<file path="src/rtl/shift_sequencer_pkg.sv">
// Shared constants for the shift sequencer: default widths, FSM states, shift modes.
// Optional rotate support is enabled with the SHIFT_SEQ_ROTATE_EN macro.
package shift_seq_pkg;

  localparam int unsigned DEF_WIDTH = 8;
  localparam int unsigned DEF_CNT_W = 4;

  typedef enum logic [1:0] {
    IDLE  = 2'd0,
    SHIFT = 2'd1,
    DONE  = 2'd2
  } state_t;

  typedef enum logic [1:0] {
    LOGICAL = 2'd0,
    ARITH   = 2'd1,
    ROTATE  = 2'd2
  } shmode_t;

endpackage

</file>
<file path="src/rtl/shift_sequencer_if.sv">
// Request/response bundle between the switch/key front end and the shift sequencer.
// The rot member is only honoured when SHIFT_SEQ_ROTATE_EN is defined.
interface shift_sequencer_if
  import shift_seq_pkg::*;
#(
  parameter int unsigned WIDTH = DEF_WIDTH,
  parameter int unsigned CNT_W = DEF_CNT_W
);

  logic             start;
  logic [WIDTH-1:0] load_val;
  logic [CNT_W-1:0] shamt;
  logic             asr;
  logic             rot;
  logic [WIDTH-1:0] q;
  logic             busy;
  logic             done;

  modport master (
    output start, load_val, shamt, asr, rot,
    input  q, busy, done
  );

  modport slave (
    input  start, load_val, shamt, asr, rot,
    output q, busy, done
  );

endinterface

</file>
<file path="src/rtl/shift_sequencer_datapath.sv">
// WIDTH-bit right-shift register with selectable fill bit; synchronous active-low reset.
// The rotate fill path exists only when SHIFT_SEQ_ROTATE_EN is defined.
module shift_seq_datapath
  import shift_seq_pkg::*;
#(
  parameter int unsigned WIDTH = DEF_WIDTH
) (
  input  logic             clock,
  input  logic             Resetn,
  input  logic             i_load,
  input  logic             i_shift,
  input  shmode_t          i_mode,
  input  logic [WIDTH-1:0] i_load_val,
  output logic [WIDTH-1:0] o_q
);

  logic [WIDTH-1:0] r_q;
  logic             w_fill;

  always_comb begin
    w_fill = 1'b0;
    case (i_mode)
      ARITH:   w_fill = r_q[WIDTH-1];
`ifdef SHIFT_SEQ_ROTATE_EN
      ROTATE:  w_fill = r_q[0];
`endif
      default: w_fill = 1'b0;
    endcase
  end

  always_ff @(posedge clock) begin
    if (!Resetn) begin
      r_q <= '0;
    end else if (i_load) begin
      r_q <= i_load_val;
    end else if (i_shift) begin
      r_q <= {w_fill, r_q[WIDTH-1:1]};
    end
  end

  assign o_q = r_q;

endmodule

</file>
<file path="src/rtl/shift_sequencer.sv">
// Start-pulse driven sequencer: loads an operand, applies N single-bit right shifts, pulses done.
// Define SHIFT_SEQ_ROTATE_EN to honour the rot request; otherwise rot is ignored.
module shift_sequencer
  import shift_seq_pkg::*;
#(
  parameter int unsigned WIDTH = DEF_WIDTH,
  parameter int unsigned CNT_W = DEF_CNT_W
) (
  input  logic             clock,
  input  logic             Resetn,
  shift_sequencer_if.slave bus
);

  state_t           r_state;
  state_t           w_next;
  logic [CNT_W-1:0] r_count;
  shmode_t          r_mode;
  shmode_t          w_mode_in;
  logic             w_load;
  logic             w_shift;
  logic [WIDTH-1:0] w_q;

  // Rotate takes priority over arithmetic when both are requested.
  always_comb begin
    w_mode_in = LOGICAL;
`ifdef SHIFT_SEQ_ROTATE_EN
    if (bus.rot) begin
      w_mode_in = ROTATE;
    end else if (bus.asr) begin
      w_mode_in = ARITH;
    end
`else
    if (bus.asr) begin
      w_mode_in = ARITH;
    end
`endif
  end

  always_comb begin
    w_next  = r_state;
    w_load  = 1'b0;
    w_shift = 1'b0;
    case (r_state)
      IDLE: begin
        if (bus.start) begin
          w_load = 1'b1;
          w_next = (bus.shamt != '0) ? SHIFT : DONE;
        end
      end
      SHIFT: begin
        w_shift = 1'b1;
        if (r_count == CNT_W'(1)) begin
          w_next = DONE;
        end
      end
      DONE:    w_next = IDLE;
      default: w_next = IDLE;
    endcase
  end

  always_ff @(posedge clock) begin
    if (!Resetn) begin
      r_state <= IDLE;
      r_count <= '0;
      r_mode  <= LOGICAL;
    end else begin
      r_state <= w_next;
      if (w_load) begin
        r_count <= bus.shamt;
        r_mode  <= w_mode_in;
      end else if (w_shift) begin
        r_count <= r_count - CNT_W'(1);
      end
    end
  end

  shift_seq_datapath #(
    .WIDTH (WIDTH)
  ) u_datapath (
    .clock      (clock),
    .Resetn     (Resetn),
    .i_load     (w_load),
    .i_shift    (w_shift),
    .i_mode     (w_load ? w_mode_in : r_mode),
    .i_load_val (bus.load_val),
    .o_q        (w_q)
  );

  assign bus.q    = w_q;
  assign bus.busy = (r_state != IDLE);
  assign bus.done = (r_state == DONE);

endmodule

</file>
<file path="src/flat_wrapper.sv">
// flat-port wrapper written by rule: the top's interface ports become plain ports
module shift_sequencer_flat import shift_seq_pkg::*;
#(
  parameter int unsigned WIDTH = DEF_WIDTH,
  parameter int unsigned CNT_W = DEF_CNT_W
)
  (clock, Resetn, bus_start, bus_load_val, bus_shamt, bus_asr, bus_rot, bus_q, bus_busy, bus_done);
  shift_sequencer_if #(.WIDTH(WIDTH), .CNT_W(CNT_W)) bus_i ();
  input  logic clock;
  input  logic Resetn;
  input wire logic [$bits(bus_i.start)-1:0] bus_start;
  input wire logic [$bits(bus_i.load_val)-1:0] bus_load_val;
  input wire logic [$bits(bus_i.shamt)-1:0] bus_shamt;
  input wire logic [$bits(bus_i.asr)-1:0] bus_asr;
  input wire logic [$bits(bus_i.rot)-1:0] bus_rot;
  output wire logic [$bits(bus_i.q)-1:0] bus_q;
  output wire logic [$bits(bus_i.busy)-1:0] bus_busy;
  output wire logic [$bits(bus_i.done)-1:0] bus_done;
  assign bus_i.start = bus_start;
  assign bus_i.load_val = bus_load_val;
  assign bus_i.shamt = bus_shamt;
  assign bus_i.asr = bus_asr;
  assign bus_i.rot = bus_rot;
  assign bus_q = bus_i.q;
  assign bus_busy = bus_i.busy;
  assign bus_done = bus_i.done;
  shift_sequencer #(.WIDTH(WIDTH), .CNT_W(CNT_W)) u_core (.clock(clock), .Resetn(Resetn), .bus(bus_i));
endmodule
</file>
<file path="config.mk">
export PLATFORM = sky130hd
export DESIGN_NAME = shift_sequencer_flat
export DESIGN_NICKNAME = d
export VERILOG_FILES = /design/src/rtl/shift_sequencer_pkg.sv /design/src/rtl/shift_sequencer_if.sv /design/src/rtl/shift_sequencer_datapath.sv /design/src/rtl/shift_sequencer.sv /design/src/flat_wrapper.sv
export SDC_FILE = /design/constraint.sdc
export NUM_CORES = 1
export LEC_CHECK = 0
export ABC_CLOCK_PERIOD_IN_PS = 2100
export BUFFER_PORTS_ARGS = -buffer_cell sky130_fd_sc_hd__buf_2
export CORE_ASPECT_RATIO = 1.5
export CORE_MARGIN = 8
export CORE_UTILIZATION = 40
export CTS_BUF_LIST = sky130_fd_sc_hd__clkbuf_8
export CTS_CLUSTER_DIAMETER = 30
export DETAILED_ROUTE_END_ITERATION = 12
export GPL_ROUTABILITY_DRIVEN = 1
export PLACE_DENSITY = 0.74
export SYNTH_ARGS = -nofsm -noshare
export SYNTH_HDL_FRONTEND = slang
export SYNTH_HIERARCHICAL = 1
export SYNTH_SLANG_ARGS = --single-unit
export TNS_END_PERCENT = 100
</file>
<file path="constraint.sdc">
create_clock -name clock -period 2.1 [get_ports clock]
set_clock_uncertainty 0.15 [all_clocks]
set_input_delay 0.315 -clock clock [delete_from_list [all_inputs] [get_ports clock]]
set_output_delay 0.315 -clock clock [all_outputs]
set_load 0.02 [all_outputs]
</file>
# --- Word-level counts from Yosys, hierarchy flattened ---
# Index checks and enable logic that the tools add are counted.
op_classes:
  eq_ne: 7
  n_reduce_logical: 6
  mux: 14
  add_sub_neg: 1
op_table:
  columns: ["operator", "count"]
  rows:
  - ["$mux W8", 2]
  - ["$mux W2", 4]
  - ["$mux W4", 2]
  - ["$mux W1", 5]
  - ["$eq A2 B1 Y1 const B", 2]
  - ["$eq A4 B1 Y1 const B", 1]
  - ["$ne A2 B2 Y1 const B", 2]
  - ["$pmux W2 S2", 1]
  - ["$reduce_and A2 Y1", 2]
  - ["$reduce_bool A2 Y1", 2]
  - ["$reduce_bool A4 Y1", 1]
  - ["$sub A4 B1 Y4 const B", 1]
  - ["$eq A2 B2 Y1 const B", 1]
  - ["$logic_not A2 Y1", 1]
  - ["$ne A2 B1 Y1 const B", 1]
totals:
  input_bits: 17
  output_inout_bits: 10
  elab_cells: 33
  regBits: 16

# --- Longest topological paths before layout ---
# Gate-level depths: netlist (run 1).
logic_depth:
  depth_word: 7
  ltp_mapped: 7

# --- Cells and area by module ---
# Netlist (run 1), hierarchy kept.
by_module_without_submodules:
  columns: ["mod", "instances", "cells_each", "area_per_inst_um2", "seq_area_each_um2"]
  rows:
  - ["shift_sequencer", 1, 46, 426.7, 160.2]
  - ["shift_seq_datapath", 1, 36, 355.3, 160.2]

# --- Least setup slack after synthesis (run 1) ---
# No wires, ideal clock.
synth_timing:
  kind: "register -> register"
  startpoint: "register u_core.r_state[1]"
  endpoint: "register u_core.u_datapath.r_q[7] (netlist: u_core/u_datapath/o_q[7])"
  t_arrival_ns: 1.518
  n_path_buf: 1
  required_time_ns: 1.834
  stages_incl_launch_ff: 8
  period_less_slack_ns: 1.785
  slack_ns: 0.315
  path_cell_list: "dfxtp_1 -> or3b_1 -> buf_6 -> clkinv_4 -> mux2_4 -> inv_1 -> o21ai_2 -> a41o_1"
synth_between:
  elab_chain_len: 6
  elab_cells_between_ends: 10
  classes_between: "3 x eq/ne; 4 x mux; 3 x reduce/logical"
synth_rtl:
  columns: ["item", "line_no", "text"]
  rows:
  - ["from (decl)", "shift_sequencer.sv:14", "state_t r_state;"]
  - ["from (signal assigned)", "shift_sequencer.sv:67", "r_state <= w_next;"]
  - ["$logic_not A2 Y1 *", "shift_sequencer.sv:43", "case (r_state)"]
  - ["$mux W1 *", "shift_sequencer.sv:43", null]
  - ["named net u_core.w_load", "shift_sequencer.sv:19", "logic w_load;"]
  - ["$mux W2", null, null]
  - ["$eq A2 B1 Y1", "shift_sequencer_datapath.sv:22", "case (i_mode)"]
  - ["$ne A2 B2 Y1 (no line)", null, null]
  - ["$reduce_and A2 Y1 (no line)", null, null]
  - ["to (signal assigned)", "shift_sequencer_datapath.sv:35", "r_q <= i_load_val;"]
  - ["to (signal assigned)", "shift_sequencer_datapath.sv:37", "r_q <= {w_fill, r_q[WIDTH-1:1]};"]
  - ["to (decl)", "shift_sequencer_datapath.sv:17", "logic [WIDTH-1:0] r_q;"]
# Mark *: on every way through the listed nets, which the timed path passes. The rest lies on a longest branch.
# A chain may end at the register's enable or synchronous reset.

# --- Final worst setup path (run 1) ---
# Ends and elaborated chain as after synthesis.

==> metrics.md, run 1 <==
| Metric | Value |
|---|---|
| Outcome | `complete, no violations` |
| Commonest non-fill, non-tap cells in the layout | `buf_2 (25), dfxtp_1 (16), a21oi_1 (10)` |
| Most common cell after layout, fill and taps aside | `buf_2` |
| Drt total wl | `1700 um` |
| Area leader, netlist | `dfxtp_1` |
| Area Overhead vs Synth | `21.3%` |
| Worst skew pair latency | `240 ps` |
| Hold Slack | `a little over 200 ps` |
| Worst path arrival time | `1800 ps` |
| Mean cell area of the mapped netlist | `9.54 sq um` |
| Synth top area share | `41.0%` |
| Post-place setup slack | `~240 ps` |
| Number of global-route vias before repair | `671` |
| Setup_tns | `0 ps` |
| Unrepaired setup endpoints after global routing | `no` |
| CTS Buf Count | `3` |
| Post-route insts no fill | `129` |
| Synth area leaders | `dfxtp_1 (41%), mux2i_1 (9.0%), a21oi_1 (6.4%)` |
| Worst vdd ir | `between 0.4 and 0.5 mV` |
| Fmax | `550 MHz` |
| CTS Sinks | `16` |
| Max_cap viols | `0` |
| First-pass GRT wire length | `2740 um` |
| R2r setup slk | `around 280 ps` |
| Final WS setup | `roughly 280 ps` |
| Fin crit share | `between 80% and 90%` |
| # setup viols final | `0` |
| PD cells | `831 nW/um^2` |
| Hold Vio Cnt, Final | `0` |
| GPL Wtd Cong | `0.723` |
| Critical path launch point | `u_core/r_state[1]$_SDFFE_PN0P_` |
| Placed insts | `126` |
| Count of final max-slew check failures | `0` |
| Critical Path Sink Type | `flip-flop` |
| Fin nets | `between 100 and 150` |
| Max_slew headroom | `73.2%` |
| Multiplexer area fraction after synthesis | `between 10% and 20%` |
| Share of layout cells above drive strength 1 | `between 30% and 40%` |
| Synth warnings | `6` |
| Grt ovf | `0` |
| Hold Crit Endpoint | `u_core/u_datapath/o_q[3]$_SDFFE_PN0P_` |
| WHS Path Cells | `3` |
| Nature of the critical path startpoint | `flip-flop` |
| Leak | `0.000436 uW` |
| Slew @ Worst Pin | `roughly 400 ps` |
| Placed Area | `907 sq um` |
| Longest Clk Path Bufs | `2` |
| Post-synthesis register bit count | `16` |
| Port Buffer Count | `25` |
| Simple-Gate Fraction of Synth Area | `about 15%` |
| Rows | `19` |
| Vias | `668` |
| Xor/xnor share of the synthesized area | `0%` |
| Post-Syn Nets | `101` |
| Die height | `70.2 um` |
| Drt drc | `0` |
| DRT iter0 DRCs | `8` |
| Sequential share of the synthesized area | `41.0%` |
| Largest family of logic cells by synthesized area | `compound AO/OA/AOI/OAI gates` |
| Crit path time final | `1820 ps` |
| Post-CTS Hold Fix Bufs | `0` |
| CTS H-Tree Depth | `1` |
| Critical path type | `flip-flop to flip-flop` |
| I/O pins | `27` |
| Post-CTS Setup Inserts | `0` |
| Post-synthesis cell area | `782 sq um` |
| Drt pass-1 iters | `3` |
| Initial Utilization | `42.7%` |
| Mapped Cells | `82` |
| Ant. Diodes | `0` |
| Maximum fanout along the worst path | `7` |
| Clk pin slew, worst setup/hold paths | `50 ps` |
| Initial antenna violation count | `0` |
| Compound-Gate Fraction of Synth Area | `22.2%` |
| Min-delay src | `bus_load_val[3]` |
| Die area | `3650 sq um` |
| Post-synth cell types | `31` |
| Fin area | `948 sq um` |
| Hpwl dp | `roughly 1400 um` |
| Worst EP required | `between 2000 and 2500 ps` |
| Worst r2r path cells | `6` |
| Area share of fa/ha/maj cells after synthesis | `3.20%` |
| HP Class | `input pin to flip-flop` |
| WL/cell | `13.1 um` |
| Core Box Area | `1830 sq um` |
| GRT Total Usage | `9.25%` |
| Post-CTS sizing | `0` |
| Largest net degree at the start of global routing | `18` |
| Clock Tree Root | `clkbuf_8` |
| End of the worst register-to-register path | `u_core/u_datapath/o_q[7]$_SDFFE_PN0P_` |
| Die width | `~52 um` |
| Critical R2R Launch | `u_core/r_state[1]$_SDFFE_PN0P_` |
| Vias/cell | `5.18` |
| CTS tree | `yes` |
| ANT nets after route | `0` |
-- Yosys cell counts --
cell type,number
and2_1,2
nand3_1,3
a22oi_1,1
nor3b_1,1
dfxtp_1,16
nor3_1,1
mux2_4,1
a21oi_1,10
o21a_1,1
nor2b_1,1
o21ai_0,7
ha_1,2
inv_1,4
a21boi_0,4
clkinv_4,1
and3_1,2
inv_2,1
or3b_1,1
nor4_1,1
nor4b_1,1
o21ai_2,1
a2bb2oi_1,2
o211ai_1,1
nand2b_1,1
a41o_1,1
mux2i_1,7
buf_6,3
nand3b_1,1
nor2_1,2
or2_2,1
or3_1,1
-- stage by stage --
step / power [uW] / utilization, %
after global routing: 846 / 51.8
after global placement: 579 / 49.6
final: 789 / 51.8
after CTS: 805 / 51.8
after floorplan: 531 / -
after detailed placement: 588 / 49.6
-- worst max-delay path by stage --
stage	endpoint	slack, ps
after floorplan	u_core/u_datapath/o_q[7]$_SDFFE_PN0P_	320
after global placement	u_core/u_datapath/o_q[7]$_SDFFE_PN0P_	280
after detailed placement	u_core/u_datapath/o_q[7]$_SDFFE_PN0P_	240
after CTS	u_core/u_datapath/o_q[7]$_SDFFE_PN0P_	260
after global routing	u_core/u_datapath/o_q[7]$_SDFFE_PN0P_	210
final	u_core/u_datapath/o_q[7]$_SDFFE_PN0P_	280
-- flip-flops by register name, summed over array words and instances (netlist names) --
signal and count:
u_core/r_state 2, u_core/u_datapath/o_q 8, u_core/r_mode 2, u_core/r_count 4
-- layer usage --
layer	global-route usage, %	part of all wire [%]
met5	0	0
met2	15.3	48
met4	3.56	0.53
met3	3.60	11
met1	10.0	40
-- report_power, final --
part | internal (uW) | total, uW | switching (uW)
Clock | 126 | 210 | 83.5
Combinational | 93.3 | 211 | 117
Sequential | 339 | 368 | 29.2
Total | 559 | 789 | 230
-- logic make-up after synthesis --
| family | after synthesis |
|---|---|
| mux | 8 |
| flops | 16 |
| fa+ha+maj | 2 |
| compound gates | 28 |
| buf+inv | 9 |
| simple gates | 19 |
-- area by class of cell --
type | instances | area, sq um
Clock buffer | 3 | 41.3
Fill cell | 181 | 882
Inverter | 6 | 27.5
Multi-Input combinational cell | 57 | 400
Sequential cell | 16 | 320
Tap cell | 21 | 26.3
Timing Repair Buffer | 26 | 133
-- critical path: stages (launching register included) --
cell,delay (ps)
dfxtp_1,340
or3b_1,440
clkinv_4,110
mux2_4,300
inv_1,70
o21ai_2,60
a41o_1,240
Power figures use the tool's default switching activity.
==> run 2, diff against run 1 <==
--- a/config.mk
+++ b/config.mk
@@ -5,7 +5,7 @@
 export SDC_FILE = /design/constraint.sdc
 export NUM_CORES = 1
 export LEC_CHECK = 0
-export ABC_CLOCK_PERIOD_IN_PS = 2100
+export ABC_CLOCK_PERIOD_IN_PS = 2150
 export BUFFER_PORTS_ARGS = -buffer_cell sky130_fd_sc_hd__buf_2
 export CORE_ASPECT_RATIO = 1.5
 export CORE_MARGIN = 8
==> constraint.sdc (replaced) <==
create_clock -name clock -period 2.15 [get_ports clock]
set_clock_uncertainty 0.15 [all_clocks]
set_input_delay 0.3225 -clock clock [delete_from_list [all_inputs] [get_ports clock]]
set_output_delay 0.3225 -clock clock [all_outputs]
set_load 0.02 [all_outputs]
==> run 2 against run 1 <==
  * Critical path depth unchanged
  * Core utilization did not move
  * Non-clock buffer count unchanged
  * Global-route usage rose by 0.16 points
  * Worst setup slack better by 45 ps
  * Sequential cell count did not move
  * Largest power group unchanged
==> metrics.md, run 2 (same netlist as run 1, synthesis figures left out) <==
| Metric | Value |
|---|---|
| Final WS setup | `327 ps (+44.5 ps)` |
| Post-CTS sizing | `0 (unchanged)` |
| CTS H-Tree Depth | `1 (unchanged)` |
| Critical R2R Launch | `u_core/r_state[1]$_SDFFE_PN0P_` |
| Die area | `3650 sq um (unchanged)` |
| Largest delay share family, worst path | `simple AND/OR/NAND/NOR gates` |
| Critical path type | `flip-flop to flip-flop` |
| Fmax | `548 MHz (-0.30%)` |
| Drt drc | `0 (unchanged)` |
| GPL Wtd Cong | `0.722 (-0.12%)` |
| Max_slew headroom | `72.6% (-0.55 points)` |
| Die width | `52.1 um (unchanged)` |
| Area Overhead vs Synth | `21.3% (unchanged)` |
| Vias | `682 (+2.1%)` |
| Setup_tns | `0 ps (unchanged)` |
| Ant. Diodes | `0 (unchanged)` |
| Hold Vio Cnt, Final | `0 (unchanged)` |
| GRT Total Usage | `9.41% (+0.16 points)` |
| Drt pass-1 iters | `5 (+2)` |
| Core Box Area | `1830 sq um (unchanged)` |
| Nature of the critical path startpoint | `flip-flop` |
| CP peak stage delay | `450 ps (about the same)` |
| Post-place setup slack | `293 ps (+48.2 ps)` |
| Die height | `70.2 um (unchanged)` |
| End of the worst register-to-register path | `u_core/u_datapath/o_q[7]$_SDFFE_PN0P_` |
| Vias/cell | `5.29 (+2.1%)` |
| Clk pin slew, worst setup/hold paths | `60 ps (about the same)` |
| Initial antenna violation count | `0 (unchanged)` |
| Count of final max-slew check failures | `0 (unchanged)` |
| Number of global-route vias before repair | `670 (-0.15%)` |
| Min-delay src | `bus_load_val[0]` |
| Slew @ Worst Pin | `410 ps (+8.17 ps)` |
| First-pass GRT wire length | `2820 um (+2.8%)` |
| Unrepaired setup endpoints after global routing | `no` |
| Placed Area | `907 sq um (unchanged)` |
| Max reg flops | `8 (unchanged)` |
| Post-CTS Hold Fix Bufs | `0 (unchanged)` |
| CP Cell Sequence | `or3b_1 -> clkinv_4 -> mux2_4 -> inv_1 -> o21ai_2 -> a41o_1` |
| Most common cell after layout, fill and taps aside | `buf_2` |
| Maximum fanout along the worst path | `7 (unchanged)` |
| Hold Slack | `206 ps (+1.69 ps)` |
| FILL cells | `178 (-1.7%)` |
| Largest net degree at the start of global routing | `18 (unchanged)` |
| Longest Clk Path Bufs | `2 (unchanged)` |
| R2r setup slk | `330 ps (+40 ps)` |
| Fin area | `948 sq um (unchanged)` |
| CTS tree | `yes` |
| Port Buffer Count | `25 (unchanged)` |
| WHS Path Cells | `3 (unchanged)` |
| HP Class | `input pin to flip-flop` |
| Post-route insts no fill | `129 (unchanged)` |
| Critical Path Sink Type | `flip-flop` |
| Fin crit share | `84.8% (-1.8 points)` |
| Fin nets | `129 (unchanged)` |
| # setup viols final | `0 (unchanged)` |
| Worst path arrival time | `1810 ps (about the same)` |
| Placed insts | `126 (unchanged)` |
| WL/cell | `13.1 um (unchanged)` |
| Initial Utilization | `42.7% (unchanged)` |
| Crit path time final | `1820 ps (+5.49 ps)` |
| Leak | `0.000436 uW (unchanged)` |
| Max_cap viols | `0 (unchanged)` |
| Hpwl dp | `1360 um (-1.7%)` |
| Commonest non-fill, non-tap cells in the layout | `buf_2 (25), dfxtp_1 (16), a21oi_1 (10)` |
| CTS Sinks | `16 (unchanged)` |
| Worst EP required | `2140 ps (+60 ps)` |
| Grt ovf | `0 (unchanged)` |
| PD cells | `816 nW/um^2 (-1.8%)` |
| Post-CTS Setup Inserts | `0 (unchanged)` |
| Drt total wl | `1700 um (unchanged)` |
| Hold Crit Endpoint | `u_core/u_datapath/o_q[0]$_SDFFE_PN0P_` |
| I/O pins | `27 (unchanged)` |
| DRT iter0 DRCs | `33 (+25)` |
| Rows | `19 (unchanged)` |
| Share of layout cells above drive strength 1 | `31.5% (unchanged)` |
| CTS Buf Count | `3 (unchanged)` |
| Worst skew pair latency | `240 ps (about the same)` |
| Worst r2r path cells | `6 (unchanged)` |
| Clock Tree Root | `clkbuf_8` |
| CP max stage cell | `or3b_1` |
| CP Buf/Inv Count | `2 (unchanged)` |
| ANT nets after route | `0 (unchanged)` |
| Worst vdd ir | `0.470 mV (+2.5%)` |
| Outcome | `complete, no violations` |
-- run 2: cell counts in the layout (fill, tap and decap cells not counted) --
Identical to the previous run, type by type.
-- run 2: layer usage --
metal	global-route usage [%]	share of wire, %
met5	0	0
met4	4.45	0.47
met3	4.24	12
met2	14.9	46
met1	10.1	42
-- run 2: final cells by class --
cell class                 count  area, sq um  area share (%)
multi-input combinational     57          400            42.2
sequential                    16          320            33.8
timing repair buffer          26          133            14.0
clock buffer                   3         41.3            4.35
inverter                       6         27.5            2.90
tap                           21         26.3            2.77
-- run 2: worst register-to-register path, stage by stage (launching register included) --
cell	delay (ps)
dfxtp_1	350
or3b_1	450
clkinv_4	110
mux2_4	300
inv_1	70
o21ai_2	60
a41o_1	240
-- run 2: stage by stage --
step	total power, uW	utilization, %
global placement	566	49.6
CTS	788	51.8
finish	774	51.8
global route	825	51.8
detailed placement	573	49.6
floorplan	518	-
-- run 2: worst max path at each step --
stage                                               from                                    end  slack, ps  cells after the start
final                     u_core/r_state[1]$_SDFFE_PN0P_  u_core/u_datapath/o_q[7]$_SDFFE_PN0P_        330                      6
after global routing      u_core/r_state[1]$_SDFFE_PN0P_  u_core/u_datapath/o_q[7]$_SDFFE_PN0P_        230                      6
after CTS                 u_core/r_state[1]$_SDFFE_PN0P_  u_core/u_datapath/o_q[7]$_SDFFE_PN0P_        320                      6
after detailed placement                       bus_start  u_core/u_datapath/o_q[7]$_SDFFE_PN0P_        290                      7
after global placement                         bus_start  u_core/u_datapath/o_q[7]$_SDFFE_PN0P_        320                      7
after floorplan           u_core/r_state[1]$_SDFFE_PN0P_  u_core/u_datapath/o_q[7]$_SDFFE_PN0P_        370                      7
-- run 2: where the power goes --
| part | internal, uW | total (uW) | switching, uW | leakage, uW |
|---|---|---|---|---|
| logic | 91.0 | 206 | 115 | 0.000283 |
| clock network | 124 | 209 | 85.6 | 0.0000216 |
| registers | 331 | 359 | 28.3 | 0.000132 |
==> run 3, diff against run 2 <==
--- a/config.mk
+++ b/config.mk
@@ -5,7 +5,7 @@
 export SDC_FILE = /design/constraint.sdc
 export NUM_CORES = 1
 export LEC_CHECK = 0
-export ABC_CLOCK_PERIOD_IN_PS = 2150
+export ABC_CLOCK_PERIOD_IN_PS = 1500
 export BUFFER_PORTS_ARGS = -buffer_cell sky130_fd_sc_hd__buf_2
 export CORE_ASPECT_RATIO = 1.5
 export CORE_MARGIN = 8
@@ -14,7 +14,7 @@
 export CTS_CLUSTER_DIAMETER = 30
 export DETAILED_ROUTE_END_ITERATION = 12
 export GPL_ROUTABILITY_DRIVEN = 1
-export PLACE_DENSITY = 0.74
+export PLACE_DENSITY = 0.77
 export SYNTH_ARGS = -nofsm -noshare
 export SYNTH_HDL_FRONTEND = slang
 export SYNTH_HIERARCHICAL = 1
==> constraint.sdc (replaced) <==
create_clock -name clock -period 1.5 [get_ports clock]
set_clock_uncertainty 0.15 [all_clocks]
set_input_delay 0.225 -clock clock [delete_from_list [all_inputs] [get_ports clock]]
set_output_delay 0.225 -clock clock [all_outputs]
set_load 0.02 [all_outputs]
==> run 3 against run 2 <==
  * The run now ends with setup timing left
  * Worst hold slack lost 110 ps
  * First-iteration DRC count shrank 12%
  * Clock-buffer cell count grew 1
  * Power grew 58%
  * Sequential power grew 42%
  * Global-route usage is essentially flat
  * Combinational power grew 70%
  * Via count grew 2.5%
  * Worst setup slack lost 420 ps
  * Sequential share of layout area shrank 2.4 points
  * Critical path depth is the same
  * Clock power grew 75%
  * Critical endpoint unchanged
  * Largest cell class unchanged
==> metrics.md, run 3 (same netlist as run 1, synthesis figures left out) <==
| Metric | Value |
|---|---|
| Grt ovf | `0 (unchanged)` |
| Worst skew pair latency | `240 ps (about the same)` |
| Max reg flops | `8 (unchanged)` |
| Multi-input gate area | `405 sq um (+1.3%)` |
| Drt drc | `0 (unchanged)` |
| Share of layout cells above drive strength 1 | `38.6% (+7.1 points)` |
| DRT iter0 DRCs | `29 (-12%)` |
| Ant. Diodes | `0 (unchanged)` |
| # setup viols final | `1 (+1)` |
| Max layer used | `met3` |
| CTS H-Tree Depth | `1 (unchanged)` |
| Unrepaired setup endpoints after global routing | `yes` |
| Outcome | `finished, violations left` |
| Clock Tree Root | `clkbuf_8` |
| CTS Buf Count | `3 (unchanged)` |
| Hold Vio Cnt, Final | `0 (unchanged)` |
| Rows | `19 (unchanged)` |
| First-pass GRT wire length | `2870 um (+2.0%)` |
| Nature of the critical path startpoint | `flip-flop` |
| Fmax | `627 MHz (+14%)` |
| Area Overhead vs Synth | `31.5%` |
| Die area | `3650 sq um (unchanged)` |
| Met3 routed WL | `137 um (-31%)` |
| FILL cells | `178 (unchanged)` |
| Critical path type | `flip-flop to flip-flop` |
| Routed wl met2 | `791 um (+1.8%)` |
| Drt total wl | `1700 um (+0.24%)` |
| Most common cell after layout, fill and taps aside | `buf_2` |
| Crit path time final | `1600 ps (-228 ps)` |
| Die width | `52.1 um (unchanged)` |
| Initial antenna violation count | `0 (unchanged)` |
| GPL Wtd Cong | `0.757 (+4.9%)` |
| Die height | `70.2 um (unchanged)` |
| Drt pass-1 iters | `3 (-2)` |
| Fin area | `1030 sq um (+8.4%)` |
| Maximum fanout along the worst path | `2 (-5)` |
| Register area | `323 sq um (+0.78%)` |
| Commonest non-fill, non-tap cells in the layout | `buf_2 (24), dfxtp_1 (14), a21oi_1 (10)` |
| WL/cell | `12.6 um (-4.2%)` |
| Number of global-route vias before repair | `718 (+7.2%)` |
| GRT Total Usage | `9.46% (+0.045 points)` |
| Max_slew headroom | `75.0% (+2.4 points)` |
| Post-place setup slack | `-179 ps (-472 ps)` |
| CTS tree | `yes` |
| Worst vdd ir | `0.671 mV (+43%)` |
| Vias | `699 (+2.5%)` |
| Port Buffer Count | `25 (unchanged)` |
| Leak | `0.000474 uW (+8.7%)` |
| Clk pin slew, worst setup/hold paths | `60 ps (about the same)` |
| Worst path arrival time | `1580 ps (-230 ps)` |
| Fin nets | `134 (+3.9%)` |
| Hpwl dp | `1360 um (about the same)` |
| Vias/cell | `5.18 (-2.1%)` |
| Failing checks | `setup timing` |
| I/O pins | `27 (unchanged)` |
| Largest net degree at the start of global routing | `18 (unchanged)` |
| Final WS setup | `-95.4 ps (-422 ps)` |
| ANT nets after route | `0 (unchanged)` |
| Critical Path Sink Type | `flip-flop` |
| Fin crit share | `106% (+22 points)` |
| Initial Utilization | `42.7% (unchanged)` |
| Count of final max-slew check failures | `0 (unchanged)` |
| PD cells | `1190 nW/um^2 (+46%)` |
| Slew @ Worst Pin | `371 ps (-39.3 ps)` |
| CTS Sinks | `16 (unchanged)` |
| Worst EP required | `1480 ps (-660 ps)` |
| Longest Clk Path Bufs | `2 (unchanged)` |
| Core Box Area | `1830 sq um (unchanged)` |
| M1 WL | `770 um (+8.6%)` |
| Max_cap viols | `0 (unchanged)` |
| Post-CTS Hold Fix Bufs | `0 (unchanged)` |
| Placed Area | `958 sq um (+5.7%)` |
| HP Class | `input pin to flip-flop` |
## run 3: cell type report
class,instances,share of cell area [%]
flip-flops and latches,16,31.4
multi-input cells,57,39.4
inverters,6,2.92
well taps,21,2.55
clock buffers,4,5.35
repair buffers,31,18.4
## run 3: power breakdown
group	switching (uW)	total, uW	leakage [uW]	internal, uW
Combinational	180	350	0.000312	171
Sequential	34.7	510	0.000133	475
Clock	133	365	0.0000288	232
## run 3: routing by layer
layer | track usage, % | vias to the layer above
met5 | 0 | -
met4 | 3.56 | 0
met3 | 2.33 | 0
met2 | 15.7 | 23
met1 | 11.0 | 316
li1 | - | 360
## run 3: path summary, 6_finish.rpt
path,slack (ps),to,depth (start not counted),start
max reg2reg,-100,u_core/u_datapath/o_q[7]$_SDFFE_PN0P_,6,u_core/r_state[0]$_SDFFE_PN0P_
max,-100,u_core/u_datapath/o_q[7]$_SDFFE_PN0P_,6,u_core/r_state[0]$_SDFFE_PN0P_
min,90,u_core/u_datapath/o_q[3]$_SDFFE_PN0P_,3,bus_load_val[3]
min reg2reg,340,u_core/r_mode[1]$_SDFF_PN0_,1,u_core/r_mode[1]$_SDFF_PN0_
## run 3: repair_timing
action,4_1_cts,5_1_grt
buffers inserted,0,0
setup endpoints to repair,10,9
cloned,0,0
gates resized for setup,5,2
pin swaps,2,1
## run 3: through the flow
step                      power (uW)  utilization (%)  cells  setup TNS, ps  hold WS (ps)
after floorplan                  746                -     82           -339           192
after global placement           845             52.4    131           -248           309
after detailed placement         857             52.4    131           -424           321
after CTS                       1240             56.0    135           -213          89.5
after global routing            1300             56.2    135           -368           110
final                           1220             56.2    135          -95.4          92.0
## run 3: worst max-delay path, cell delays in order (launching register included)
cell and delay, ps:
dfxtp_2 320, or3b_4 410, clkinv_4 60, mux2_4 300, inv_2 50, o21ai_2 40, a41o_1 170
